## config.mk

```make
export PLATFORM = sky130hd
export DESIGN_NAME = display_ram_scheduler
export DESIGN_NICKNAME = d
export VERILOG_FILES = /design/src/rtl/display_ram_scheduler.sv
export SDC_FILE = /design/constraint.sdc
export NUM_CORES = 1
export LEC_CHECK = 0
export CORE_MARGIN = 5
export CORE_UTILIZATION = 36
export DETAILED_ROUTE_END_ITERATION = 7
export GPL_ROUTABILITY_DRIVEN = 1
export GPL_TIMING_DRIVEN = 0
export PLACE_DENSITY = 0.79
export SLEW_MARGIN = 20
export SYNTH_ARGS = -nofsm -noshare
export SYNTH_HDL_FRONTEND = slang
export SYNTH_SLANG_ARGS = --single-unit
```

## constraint.sdc

```tcl
create_clock -name i_clk -period 1.96 [get_ports i_clk]
set_input_delay 0.294 -clock i_clk [delete_from_list [all_inputs] [get_ports i_clk]]
set_output_delay 0.294 -clock i_clk [all_outputs]
set_load 0.005 [all_outputs]
```

## src/rtl/display_ram_scheduler.sv

```systemverilog
// Port-A owner of the display-state RAM: single-word write arbitration plus line-clear row shift.
// Build option RR_ARB_EN selects round-robin write arbitration instead of fixed priority.
module display_ram_scheduler #(
    parameter int unsigned DATA_W           = 30,
    parameter int unsigned ADDR_W           = 12,
    parameter int unsigned LEVEL_LINES_ADDR = 0,
    parameter int unsigned SCORE_ADDR       = 1,
    parameter int unsigned ROW_BASE         = 2,
    parameter int unsigned NUM_ROWS         = 20,
    parameter int unsigned NEXT_ADDR        = 22
) (
    input  logic              i_clk,
    input  logic              i_reset,
    input  logic              i_row_req,
    input  logic [4:0]        i_row_idx,
    input  logic [DATA_W-1:0] i_row_data,
    output logic              o_row_ack,
    input  logic              i_score_req,
    input  logic [DATA_W-1:0] i_score_data,
    output logic              o_score_ack,
    input  logic              i_ll_req,
    input  logic [DATA_W-1:0] i_ll_data,
    output logic              o_ll_ack,
    input  logic              i_next_req,
    input  logic [DATA_W-1:0] i_next_data,
    output logic              o_next_ack,
    input  logic              i_clr_req,
    input  logic [4:0]        i_clr_row,
    output logic              o_clr_busy,
    output logic              o_clr_done,
    output logic [ADDR_W-1:0] o_ram_addr,
    output logic [DATA_W-1:0] o_ram_wdata,
    output logic              o_ram_we,
    input  logic [DATA_W-1:0] i_ram_rdata
);
    localparam logic [4:0]        NUM_ROWS_L = 5'(NUM_ROWS);
    localparam logic [ADDR_W-1:0] ROW_BASE_A = ADDR_W'(ROW_BASE);
    localparam logic [ADDR_W-1:0] SCORE_A    = ADDR_W'(SCORE_ADDR);
    localparam logic [ADDR_W-1:0] LL_A       = ADDR_W'(LEVEL_LINES_ADDR);
    localparam logic [ADDR_W-1:0] NEXT_A     = ADDR_W'(NEXT_ADDR);

    typedef enum logic [2:0] {StIdle, StRd, StRwait, StWr, StZero, StDone} state_e;

    state_e            r_state, w_state_d;
    logic [4:0]        r_k, w_k_d;
    logic [ADDR_W-1:0] r_addr, w_addr_d;
    logic [DATA_W-1:0] r_wdata, w_wdata_d;
    logic              r_we, w_we_d;
    logic              r_busy, w_busy_d;
    logic              r_done, w_done_d;
    logic [3:0]        r_ack, w_ack_d;   // {next, ll, score, row}

    logic [3:0]        w_req;
    logic              w_arb_en;
    logic              w_gnt_vld;
    logic [1:0]        w_gnt_idx;

    // A requester still showing its ack this cycle must not be granted again.
    assign w_req    = {i_next_req, i_ll_req, i_score_req, i_row_req} & ~r_ack;
    assign w_arb_en = ((r_state == StIdle) || (r_state == StDone)) && !i_clr_req;

`ifdef RR_ARB_EN
    logic [1:0] r_rr_ptr;

    always_comb begin
        w_gnt_vld = 1'b0;
        w_gnt_idx = r_rr_ptr;
        for (int i = 3; i >= 0; i--) begin
            if (w_req[r_rr_ptr + 2'(i)]) begin
                w_gnt_vld = 1'b1;
                w_gnt_idx = r_rr_ptr + 2'(i);
            end
        end
        w_gnt_vld = w_gnt_vld & w_arb_en;
    end

    always_ff @(posedge i_clk) begin
        if (i_reset) begin
            r_rr_ptr <= 2'd0;
        end else if (w_gnt_vld) begin
            r_rr_ptr <= w_gnt_idx + 2'd1;
        end
    end
`else
    always_comb begin
        w_gnt_vld = w_arb_en && (w_req != 4'b0000);
        w_gnt_idx = 2'd0;
        if (w_req[0])      w_gnt_idx = 2'd0;
        else if (w_req[1]) w_gnt_idx = 2'd1;
        else if (w_req[2]) w_gnt_idx = 2'd2;
        else               w_gnt_idx = 2'd3;
    end
`endif

    always_comb begin
        w_state_d = r_state;
        w_k_d     = r_k;
        w_addr_d  = r_addr;
        w_wdata_d = r_wdata;
        w_we_d    = 1'b0;
        w_busy_d  = 1'b0;
        w_done_d  = 1'b0;
        w_ack_d   = 4'b0000;
        unique case (r_state)
            StIdle, StDone: begin
                w_state_d = StIdle;
                if (i_clr_req) begin
                    if (i_clr_row >= NUM_ROWS_L) begin
                        w_state_d = StDone;
                        w_done_d  = 1'b1;
                    end else if (i_clr_row == 5'd0) begin
                        w_state_d = StZero;
                        w_addr_d  = ROW_BASE_A;
                        w_wdata_d = '0;
                        w_we_d    = 1'b1;
                        w_busy_d  = 1'b1;
                    end else begin
                        w_state_d = StRd;
                        w_k_d     = i_clr_row;
                        w_addr_d  = ROW_BASE_A + ADDR_W'(i_clr_row - 5'd1);
                        w_busy_d  = 1'b1;
                    end
                end else if (w_gnt_vld) begin
                    w_ack_d[w_gnt_idx] = 1'b1;
                    case (w_gnt_idx)
                        2'd0: begin
                            if (i_row_idx < NUM_ROWS_L) begin
                                w_we_d    = 1'b1;
                                w_addr_d  = ROW_BASE_A + ADDR_W'(i_row_idx);
                                w_wdata_d = i_row_data;
                            end
                        end
                        2'd1: begin
                            w_we_d    = 1'b1;
                            w_addr_d  = SCORE_A;
                            w_wdata_d = i_score_data;
                        end
                        2'd2: begin
                            w_we_d    = 1'b1;
                            w_addr_d  = LL_A;
                            w_wdata_d = i_ll_data;
                        end
                        default: begin
                            w_we_d    = 1'b1;
                            w_addr_d  = NEXT_A;
                            w_wdata_d = i_next_data;
                        end
                    endcase
                end
            end
            StRd: begin
                w_state_d = StRwait;
                w_busy_d  = 1'b1;
            end
            StRwait: begin
                // Read data for row k-1 is on i_ram_rdata now; copy it down into row k.
                w_state_d = StWr;
                w_addr_d  = ROW_BASE_A + ADDR_W'(r_k);
                w_wdata_d = i_ram_rdata;
                w_we_d    = 1'b1;
                w_k_d     = r_k - 5'd1;
                w_busy_d  = 1'b1;
            end
            StWr: begin
                w_busy_d = 1'b1;
                if (r_k == 5'd0) begin
                    w_state_d = StZero;
                    w_addr_d  = ROW_BASE_A;
                    w_wdata_d = '0;
                    w_we_d    = 1'b1;
                end else begin
                    w_state_d = StRd;
                    w_addr_d  = ROW_BASE_A + ADDR_W'(r_k - 5'd1);
                end
            end
            StZero: begin
                w_state_d = StDone;
                w_done_d  = 1'b1;
            end
            default: w_state_d = StIdle;
        endcase
    end

    always_ff @(posedge i_clk) begin
        if (i_reset) begin
            r_state <= StIdle;
            r_k     <= 5'd0;
            r_addr  <= '0;
            r_wdata <= '0;
            r_we    <= 1'b0;
            r_busy  <= 1'b0;
            r_done  <= 1'b0;
            r_ack   <= 4'b0000;
        end else begin
            r_state <= w_state_d;
            r_k     <= w_k_d;
            r_addr  <= w_addr_d;
            r_wdata <= w_wdata_d;
            r_we    <= w_we_d;
            r_busy  <= w_busy_d;
            r_done  <= w_done_d;
            r_ack   <= w_ack_d;
        end
    end

    assign o_row_ack   = r_ack[0];
    assign o_score_ack = r_ack[1];
    assign o_ll_ack    = r_ack[2];
    assign o_next_ack  = r_ack[3];
    assign o_clr_busy  = r_busy;
    assign o_clr_done  = r_done;
    assign o_ram_addr  = r_addr;
    assign o_ram_wdata = r_wdata;
    assign o_ram_we    = r_we;

endmodule

```

# After elaboration in Yosys (flattened, before gate mapping)
# Cells that the tools add are included.
# totals
reg_bits	57
latch_bits	0
ram_bits	0
romBits	0
inputBits	167
n_memories	0
# op_classes
add_sub_neg	7
n_mul	0
div	0
order_cmp	4
eq_ne	15
shifts	0
mux	44
n_bitwise	4
reduce_logical	18
# ops
cell	count
2-to-1 mux 30 bit	6
one-hot mux 30 bit (3 select lines)	2
2-to-1 mux 12 bit	6
one-hot mux 12 bit (3 select lines)	2
2-to-1 mux 5 bit	3
one-hot mux 3 bit (5 select lines)	1
adder 3 x 6 -> 7 bit (first input constant)	2
2-to-1 mux 1 bit	13
adder 2 x 5 -> 6 bit (first input constant)	2
2-to-1 mux 3 bit	4
subtractor 5 x 1 -> 6 bit (second input constant)	2
zero test 5 bit	2
one-hot mux 5 bit (2 select lines)	1
inequality test 3 bit (second input constant)	3
inequality test 2 bit (second input constant)	4
AND reduction 4 bit	2
== test 3 x 2 -> 1 bit (second input constant)	2
== test 3 bit (second input constant)	2
AND reduction 6 bit	1
>= comparator 5 bit (second input constant)	1
less-than comparator 5 bit (second input constant)	1
subtractor 5 x 1 -> 5 bit (second input constant)	1
bitwise AND 4 bit	1
2-to-1 mux 2 bit	2
22 further kinds	26

# Depth between registers and ports, before layout
# Gate-level depths: netlist of run 1.
# depth
ltp_word	10
depth_mapped	10
mapped_depth_nobuf	9

# Worst setup path before layout of run 1
# Ideal clock, no wire load.
# synth_path
path_type	reg-to-reg
startpoint	register r_k[1]
endpoint	register r_wdata[26] (netlist: o_ram_wdata[26])
arrival_time_ns	1.971
required_ns	1.881
path_slack_ns	-0.091
stages_incl_launch_ff	11
path_buffers	2
cell_sequence	dfxtp_1 inv_1 ha_1 or4b_1 buf_2 nand2b_4 o2111ai_4 nor2_8 buf_8 nor2_1 a211oi_2
# synth_via
elab_chain_cells	3
# synth_rtl
element	line	text
start, declared	45	logic [4:0] r_k, w_k_d;
start signal, assigned	196	r_k <= w_k_d;
zero test 5 bit	166	if (r_k == 5'd0) begin
inequality test 2 bit (no source line)	--	
AND reduction 6 bit (no source line)	--	
end signal, assigned	198	r_wdata <= w_wdata_d;
end, declared	47	logic [DATA_W-1:0] r_wdata, w_wdata_d;
# No other way between the ends.
# A chain may end at the register's enable or synchronous reset.

# Worst setup path after layout of run 1
# layout_path
startpoint	register r_k[0]
endpoint	register r_wdata[4] (netlist: o_ram_wdata[4])
# The elaborated chain is that of the path after synthesis.

==> impl_metrics.yaml, run 1 <==
worst_setup_path:
  critPathCaptureType: "flop"
  critPathMaxFanout: 5
  cp.depth: 10
  crit_path_cell_trace: "inv_2 > ha_4 > or4b_4 > nand2b_4 > o2111ai_4 > nor2_8 > buf_6 > buf_8 > nor2_2 > a211oi_2"
  critPathSlowestCell: "or4b_4"
  crit_type: "flop to flop"
  crit_arrival_ns: 2.26
  cp.required_ns: 2.20
  cp_slowest_stage_delay_ns: 0.49
  crit_buf_inv: 3
  cpLargestDelayFamily: "simple AND/OR/NAND/NOR gates"
  start_kind: "flop"
  rr_worst_depth: 10
floorplanning:
  pin_count: 216
  die_h_um: 114
  fp.dieW_um: 114
  core-area_um2: 10700
  die-area_um2: 13000
  rows: 38
  initial_core_util_pct: 36.4
timing:
  min_period_over_period_pct: 103
  final-max-slew-violation-count: 0
  rsz0062_at_grt: "yes"
  hold_viol: 0
  fin_tns_setup_ns: -0.852
  max_freq_mhz: 496
  relSlewSlack_pct: 47.4
  finalWorstSetupSlack_ns: -0.0571
  worst_pin_slew_ns: 0.789
  period_minus_slack_ns: 2.02
  setup_violations: 30
  fin_skew_ns: 0.0191
logic_synthesis:
  synth_area_leaders: "dfxtp_1 (27%), a211oi_2 (9.6%), a21oi_1 (6.7%)"
  synth_common_cells: "a21oi_1 (52), dfxtp_1 (52), nor2_1 (47)"
  yosysTopAreaCellShare_pct: 26.8
  syn_nets: 668
  synth-xor-area-share_pct: 3.15
  ys_warn_count: 0
  synth_edf_count: 0
  synth_top_family_by_area: "compound AO/OA/AOI/OAI gates"
  post_synth.cell_area_avg_um2: 7.89
  synth_cell_types: 57
  yosysTopAreaCell: "dfxtp_1"
  synthMuxAreaShare_pct: 0.289
  synth_ff_type: "dfxtp_1"
  synth_seq_cells: 52
  ys_seq_area_share_pct: 26.8
  yosys.area_share.simple_pct: 20.7
  syn_area_um2: 3890
  synthAdderAreaFrac_pct: 2.83
  synth_compound_area_share_pct: 38.1
  synthArstFlopShare_pct: 0
  synthCells: 493
cells_and_area:
  drive_above_1_share_pct: 23.6
  num_antenna_cells: 0
  final_nets: 908
  area_growth_pct: 75.7
detailed_routing:
  ant_nets: 0
  avgViaCountPerCell: 5.69
  num_vias: 4973
  first_pass_iters: 8
  wl_per_cell_um: 20.7
  drc: 0
  routed_wirelength_um: 18100
  drtIter0Drc: 581
hold_path:
  hold_class: "input port to flop"
  min_path_cells: 4
placement:
  place.gp.congestion: 0.949
  dp.final_hpwl_um: 13900
  numPortBuffers: 212
  place_ws_ns: -0.907
clock_tree:
  root_buffer: "clkbuf_8"
  clk_latency_ns: 0.33
  cts-buffers-inserted: 5
  cts.sinks: 52
  clk_path_buf_depth: 2
  path_clk_slew_ns: 0.10
  cts_htree_levels: 2
  cts_tree: "yes"
global_route:
  grt_max_degree: 18
  overflow: 0
  antenna_found_initial: 0
  grt_pass1_vias: 4813
  grt_pass1_wl_um: 26400
  grtUsageTotal_pct: 25.6
status:
  status: "complete, but fails checks"
  violations: "setup timing"
power:
  ir_drop_mv: 0.639
  power_density_nw_per_um2: 918
  p_leak_nw: 2.47
job:
  max-cap-violations: 0
[cells by family after synthesis]
logic type | Yosys count
buffers and inverters | 64
XOR/XNOR | 14
multiplexers | 1
AO/OA/AOI/OAI | 191
AND/OR/NAND/NOR | 162
adder cells (fa/ha/maj) | 9
flip-flops | 52
[cells in the final DEF (no fill, tap or decap), types with 14 or more instances in the layout]
cell type,n
a21oi_1,49
nor2_1,37
o221ai_1,20
dfxtp_1,49
o22ai_1,20
a211oi_2,30
clkdlybuf4s50_1,210
nand2_1,45
buf_4,25
nor2_2,23
clkbuf_2,14
[cell type report]
| type | instances | area (um^2) |
|---|---|---|
| Buffer | 49 | 324 |
| Clock buffer | 5 | 68.8 |
| Clock inverter | 3 | 46.3 |
| Fill cell | 917 | 3860 |
| Inverter | 12 | 47.5 |
| Multi-Input combinational cell | 377 | 2790 |
| Sequential cell | 52 | 1050 |
| Tap cell | 140 | 175 |
| Timing Repair Buffer | 236 | 2340 |
[registers in the layout (all words and copies together) (netlist names)]
| name | flops |
|---|---|
| o_clr_busy | 1 |
| o_clr_done | 1 |
| o_ram_addr | 7 |
| o_ram_wdata | 30 |
| o_ram_we | 1 |
| r_ack | 4 |
| r_k | 5 |
| r_state | 3 |
[through the flow]
stage	hold slack (ns)	instances	total power [mW]	utilization (%)	cell area (um^2)
final	0.431	874	6.28	63.9	6840
after global routing	0.451	874	6.60	63.9	6840
after CTS	0.407	863	6.01	61.7	6600
after detailed placement	0.483	845	4.90	58.1	6210
after global placement	0.472	845	4.84	58.1	6210
after floorplan	0.455	493	3.51	-	3920
[path summary, 6_finish.rpt]
| kind | from | endpoint | slack, ns |
|---|---|---|---|
| worst min-delay path | i_clr_row[2] | r_k[2]$_SDFFE_PP0P_ | 0.43 |
| worst max-delay path | r_k[0]$_SDFFE_PP0P_ | o_ram_wdata[4]$_SDFFE_PP0P_ | -0.06 |
| worst max register to register | r_k[0]$_SDFFE_PP0P_ | o_ram_wdata[4]$_SDFFE_PP0P_ | -0.06 |
| worst min register to register | o_ram_addr[0]$_SDFFE_PP0P_ | o_ram_addr[0]$_SDFFE_PP0P_ | 0.50 |
[repair_timing]
action                                  in CTS  in global routing
hold buffers                                 0                  0
endpoints found under the setup margin      45                 38
pin swaps                                    4                 36
gates cloned                                 2                  1
setup buffers                               10                 12
resized for setup                           68                 39
[worst min-delay path, cell delays in order]
cell and delay [ns]:
buf_2 0.17, nand2_1 0.08, a21o_1 0.12, a21oi_1 0.05
[per-layer routing]
layer | up-vias | GRT usage, % | routed length [um] | share of wire [%]
met5 | - | 0 | 0 | 0
li1 | 2321 | - | - | -
met1 | 2371 | 31.2 | 7140 | 40
met2 | 245 | 45.4 | 9110 | 50
met4 | 0 | 8.31 | 475 | 2.6
met3 | 36 | 4.72 | 1340 | 7.4
[power by group]
part | switching, mW | internal (mW) | leakage (nW)
registers | 0.234 | 1.34 | 0.431
clock network | 0.405 | 0.386 | 0.0548
logic | 1.87 | 2.04 | 1.99
Power figures use the tool's default switching activity.
==> run 2: changes to the inputs <==
--- a/config.mk
+++ b/config.mk
@@ -5,7 +5,7 @@
 export SDC_FILE = /design/constraint.sdc
 export NUM_CORES = 1
 export LEC_CHECK = 0
-export CORE_MARGIN = 5
+export CORE_MARGIN = 2
 export CORE_UTILIZATION = 36
 export DETAILED_ROUTE_END_ITERATION = 7
 export GPL_ROUTABILITY_DRIVEN = 1
==> run 2 against run 1 <==
The run still ends with setup timing left; via count rose by 0.82%; core utilization rose by 1.8 points; fmax rose by 0.67%; total power fell by 0.72%; combinational power barely moved; sequential power barely moved; global-route usage rose by 2.3 points.
==> impl_metrics.yaml, run 2 (synthesis gave the netlist of run 1 again) <==
clock_tree:
  root_buffer: "clkbuf_8"
  cts_htree_levels: 2
  path_clk_slew_ns: 0.10
  cts_tree: "yes"
  cts-buffers-inserted: 5
  clk_path_buf_depth: 2
  cts.sinks: 52
  hold_buffers: 0
  clk_latency_ns: 0.31
worst_setup_path:
  rr_worst_depth: 10
  r2r_setup_slack_ns: -0.04
  crit_path_cell_trace: "inv_4 > ha_4 > or4b_4 > nand2b_4 > o2111ai_4 > nor2_8 > buf_12 > buf_16 > nor2_2 > a211oi_2"
  critPathSlowestCell: "or4b_4"
  critPathMaxFanout: 5
  start_kind: "flop"
  cp_slowest_stage_delay_ns: 0.50
  cp.depth: 10
  critPathCaptureType: "flop"
  worstReg2RegStart: "r_k[1]$_SDFFE_PP0P_"
  crit_arrival_ns: 2.24
  cpLargestDelayFamily: "simple AND/OR/NAND/NOR gates"
  crit_type: "flop to flop"
  cp.required_ns: 2.20
  reg2reg_to: "o_ram_wdata[1]$_SDFFE_PP0P_"
  crit_buf_inv: 3
power:
  ir_drop_mv: 0.442
  switchingPower_mw: 2.45
  p_comb_share_pct: 62.6
  p_leak_nw: 2.48
  switching_share_pct: 39.4
  p_seq_share_pct: 24.9
  internal_power_mw: 3.78
  power_density_nw_per_um2: 910
  clkPwrFrac_pct: 12.5
global_route:
  grtUsageTotal_pct: 28.0
  overflow: 0
  antenna_found_initial: 0
  grt_pass1_wl_um: 25300
  grt_pass1_vias: 4889
  grt_max_degree: 17
detailed_routing:
  routed_wirelength_um: 17600
  first_pass_iters: 7
  ant_nets: 0
  drc: 0
  wl_per_cell_um: 20.3
  drtIter0Drc: 448
  num_vias: 5014
  avgViaCountPerCell: 5.79
cells_and_area:
  num_antenna_cells: 0
  final_nets: 904
  largest_reg_flops: 30
  stdcell_area_um2: 6850
  area_growth_pct: 76.0
  final_common_cell: "clkdlybuf4s50_1"
  stdcell_count: 866
  drive_above_1_share_pct: 23.6
  layout_common_cells: "clkdlybuf4s50_1 (210), dfxtp_1 (49), a21oi_1 (47)"
  n_fill_cell: 886
floorplanning:
  core-area_um2: 10400
  die-area_um2: 11700
  fp.dieW_um: 108
  rows: 37
  pin_count: 216
  die_h_um: 108
  initial_core_util_pct: 37.3
placement:
  place_area_um2: 6210
  place.gp.congestion: 0.858
  numPortBuffers: 212
  place_inst: 841
  dp.final_hpwl_um: 13300
timing:
  setup_violations: 19
  period_minus_slack_ns: 2.00
  final-max-slew-violation-count: 0
  max_freq_mhz: 499
  rsz0062_at_grt: "yes"
  fin_skew_ns: 0.00993
  finalWorstSetupSlack_ns: -0.0437
  relSlewSlack_pct: 50.3
  worst_pin_slew_ns: 0.746
  hold_viol: 0
  min_period_over_period_pct: 102
hold_path:
  holdPathEnd: "r_k[3]$_SDFFE_PP0P_"
  min_path_cells: 5
  min_from: "i_clr_row[3]"
  hold_class: "input port to flop"
status:
  violations: "setup timing"
  status: "complete, but fails checks"
job:
  max-cap-violations: 0
run 2: tightest hold or removal path, delay by kind of cell:
family,cells,cell delay [ns]
AOI/OAI and AO/OA,1,0.07
buffers and inverters,1,0.13
and+or+nand+nor,3,0.20
run 2: worst max path at each step:
stage	startpoint	end	slack (ns)
floorplan	r_k[0]$_SDFFE_PP0P_	o_ram_wdata[26]$_SDFFE_PP0P_	-0.01
global placement	i_clr_row[0]	o_ram_addr[4]$_SDFFE_PP0P_	-0.86
detailed placement	i_clr_row[0]	o_ram_wdata[25]$_SDFFE_PP0P_	-0.95
CTS	r_k[1]$_SDFFE_PP0P_	o_ram_addr[3]$_SDFFE_PP0P_	-0.05
global route	i_clr_row[0]	o_ram_wdata[13]$_SDFFE_PP0P_	-0.1
finish	r_k[1]$_SDFFE_PP0P_	o_ram_wdata[1]$_SDFFE_PP0P_	-0.04
run 2: layout make-up:
type | instances | area [um^2] | share of cell area [%]
Buffer | 48 | 339 | 4.95
Tap cell | 136 | 170 | 2.49
Clock inverter | 2 | 38.8 | 0.567
Clock buffer | 6 | 72.6 | 1.06
Sequential cell | 52 | 1050 | 15.3
Inverter | 12 | 47.5 | 0.695
Timing Repair Buffer | 233 | 2340 | 34.2
Multi-Input combinational cell | 377 | 2790 | 40.7
run 2: repair_timing:
item,in CTS,in global routing
hold endpoints to repair,0,0
endpoints found under the setup margin,45,39
gates cloned,3,0
pin swaps,32,6
setup buffers,11,7
gates resized for setup,72,44
run 2: metrics by stage:
stage	total power [mW]	utilization (%)	hold WS, ns	setup TNS (ns)	setup WS, ns
floorplan	3.51	-	0.455	-0.119	-0.0149
global placement	4.82	59.6	0.474	-34.73	-0.859
detailed placement	4.89	59.6	0.482	-38.37	-0.952
CTS	6.05	64.0	0.419	-0.329	-0.0492
global route	6.60	65.7	0.455	-2.14	-0.100
finish	6.23	65.7	0.422	-0.447	-0.0437
run 2: power groups by stage:
stage | clock, mW | combinational, mW | sequential (mW)
after floorplan | 0 | 1.96 | 1.56
after global placement | 0 | 3.26 | 1.55
after detailed placement | 0 | 3.33 | 1.56
after CTS | 0.789 | 3.73 | 1.54
after global routing | 0.836 | 4.18 | 1.59
final | 0.778 | 3.90 | 1.55
run 2: routing by layer:
metal  routed length, um  global-route usage (%)
met1                6860                    33.3
met2                8600                    49.3
met3                1340                    4.52
met4                 794                    12.5
met5                   0                       0
==> run 3: changes to the inputs <==
--- a/config.mk
+++ b/config.mk
@@ -5,12 +5,15 @@
 export SDC_FILE = /design/constraint.sdc
 export NUM_CORES = 1
 export LEC_CHECK = 0
+export CELL_PAD_IN_SITES_DETAIL_PLACEMENT = 1
+export CELL_PAD_IN_SITES_GLOBAL_PLACEMENT = 2
 export CORE_MARGIN = 2
-export CORE_UTILIZATION = 36
+export CORE_UTILIZATION = 18
 export DETAILED_ROUTE_END_ITERATION = 7
 export GPL_ROUTABILITY_DRIVEN = 1
 export GPL_TIMING_DRIVEN = 0
-export PLACE_DENSITY = 0.79
+export HOLD_SLACK_MARGIN = 0.08
+export PLACE_DENSITY_LB_ADDON = 0.1
 export SLEW_MARGIN = 20
 export SYNTH_ARGS = -nofsm -noshare
 export SYNTH_HDL_FRONTEND = slang
==> run 3 against run 2 <==
The run still ends with setup timing left; die area up 96%; core utilization down 32 points; clock power up 19%; register-to-register slack worse by 0.06 ns; sequential power about the same; clock-buffer cell count unchanged; fmax down 3.1%; critical path type unchanged; critical endpoint is now o_ram_wdata[8]$_SDFFE_PP0P_.
==> impl_metrics.yaml, run 3 (synthesis gave the netlist of run 1 again) <==
clock_tree:
  root_buffer: "clkbuf_16"
  clk_path_buf_depth: 2
  path_clk_slew_ns: 0.08
  cts.sinks: 52
  clk_latency_ns: 0.31
  cts_htree_levels: 2
  cts_tree: "yes"
  cts-buffers-inserted: 5
timing:
  relSlewSlack_pct: 48.4
  final-max-slew-violation-count: 0
  hold_viol: 0
  finalWorstSetupSlack_ns: -0.108
  max_freq_mhz: 484
  fin_tns_setup_ns: -2.41
  min_period_over_period_pct: 106
  setup_violations: 32
  worst_pin_slew_ns: 0.774
  fin_skew_ns: 0.0127
  rsz0062_at_grt: "yes"
  period_minus_slack_ns: 2.07
detailed_routing:
  drc: 0
  dr_wl_met2_um: 10400
  met1_length_um: 8840
  first_pass_iters: 6
  routed_wirelength_um: 20800
  drtIter0Drc: 140
  wl_met3_um: 1170
  topRoutingLayerUsed: "met4"
  avgViaCountPerCell: 4.75
  wl_per_cell_um: 20.6
  ant_nets: 0
  num_vias: 4779
placement:
  place_ws_ns: -1.19
  numPortBuffers: 212
  place_inst: 980
  dp.final_hpwl_um: 16300
  place.gp.congestion: 0.810
worst_setup_path:
  critPathCaptureType: "flop"
  cp_common_cell: "buf_12"
  cp.required_ns: 2.17
  critPathSlowestCell: "or4b_4"
  critPathMaxFanout: 5
  start_kind: "flop"
  r2r_setup_slack_ns: -0.11
  crit_path_cell_trace: "inv_4 > ha_4 > or4b_4 > nand2b_4 > o2111ai_4 > nor2_8 > buf_12 > buf_12 > nor2_2 > a211oi_2"
  crit_arrival_ns: 2.28
  cp_slowest_stage_delay_ns: 0.50
  crit_type: "flop to flop"
hold_path:
  hold_class: "input port to flop"
global_route:
  antenna_found_initial: 0
  grt_pass1_vias: 5072
  grt_pass1_wl_um: 30100
  overflow: 0
  grt_max_degree: 17
  grtUsageTotal_pct: 17.5
power:
  p_comb_share_pct: 61.9
  ir_drop_mv: 0.358
  p_leak_nw: 2.52
  switching_share_pct: 39.9
  internal_power_mw: 3.94
  clkPwrFrac_pct: 14.1
  p_seq_share_pct: 24.0
  power_density_nw_per_um2: 918
  switchingPower_mw: 2.61
cells_and_area:
  stdcell_count: 1007
  multi_input_area_um2: 2820
  final_nets: 905
  final_common_cell: "clkdlybuf4s50_1"
  layout_common_cells: "clkdlybuf4s50_1 (210), dfxtp_1 (49), a21oi_1 (45)"
  largest_reg_flops: 30
  n_fill_cell: 2504
  area_growth_pct: 83.4
  drive_above_1_share_pct: 23.9
  register_area_um2: 1050
  utilization_pct: 33.8
floorplanning:
  initial_core_util_pct: 18.4
  core-area_um2: 21100
  pin_count: 216
  fp.dieW_um: 151
  die_h_um: 151
  rows: 53
  die-area_um2: 22800
status:
  violations: "setup timing"
  status: "complete, but fails checks"
job:
  max-cap-violations: 0
## run 3: area by class of cell
class                           count  area share [%]
Tap cell                          275            4.82
Clock buffer                        6            1.81
Antenna cell                        1          0.0351
Timing Repair Buffer              233            33.1
Clock inverter                      2           0.228
Inverter                           12           0.701
Sequential cell                    52            14.7
Multi-Input combinational cell    377            39.5
Buffer                             49            5.12
## run 3: per-layer routing
metal  global-route usage, %  vias to the layer above
met5                       0                        -
met4                    5.09                        0
met3                    3.10                       21
met2                    31.0                      145
met1                    21.6                     2287
li1                        -                     2326
## run 3: repair_timing
item / in CTS / in global routing
setup buffers: 13 / 5
pin swaps: 17 / 28
resized for setup: 97 / 32
endpoints found under the setup margin: 45 / 43
endpoints found under the hold margin: 0 / 0
hold buffers: 0 / 0
cloned: 2 / 1
## run 3: final timing paths
check / from / to / cells past startpoint
setup / recovery: r_k[1]$_SDFFE_PP0P_ / o_ram_wdata[8]$_SDFFE_PP0P_ / 10
hold / removal: i_clr_row[0] / r_k[0]$_SDFFE_PP0P_ / 3
hold reg to reg: o_ram_wdata[11]$_SDFFE_PP0P_ / o_ram_wdata[11]$_SDFFE_PP0P_ / 2
setup reg to reg: r_k[1]$_SDFFE_PP0P_ / o_ram_wdata[8]$_SDFFE_PP0P_ / 10
## run 3: per-stage QoR
stage	hold slack (ns)	total power, mW	cell area (um^2)
final	0.342	6.55	7140
after floorplan	0.455	3.51	3920
after CTS	0.325	6.47	6990
after global routing	0.376	7.02	7130
after global placement	0.485	4.97	6380
after detailed placement	0.488	5.02	6380
## run 3: worst max-delay path, delay by kind of cell (launching register included)
family / cells / cell delay, ns
and+or+nand+nor: 4 / 0.86
buffers and inverters: 3 / 0.33
AOI/OAI and AO/OA: 2 / 0.28
adders and majority gates: 1 / 0.13
DFF: 1 / 0.36
## run 3: power by group through the flow
stage	clock network, mW	registers (mW)	logic [mW]
after global placement	0	1.56	3.41
after CTS	0.974	1.57	3.93
after detailed placement	0	1.57	3.45
after global routing	1.01	1.61	4.40
after floorplan	0	1.56	1.96
final	0.927	1.57	4.06
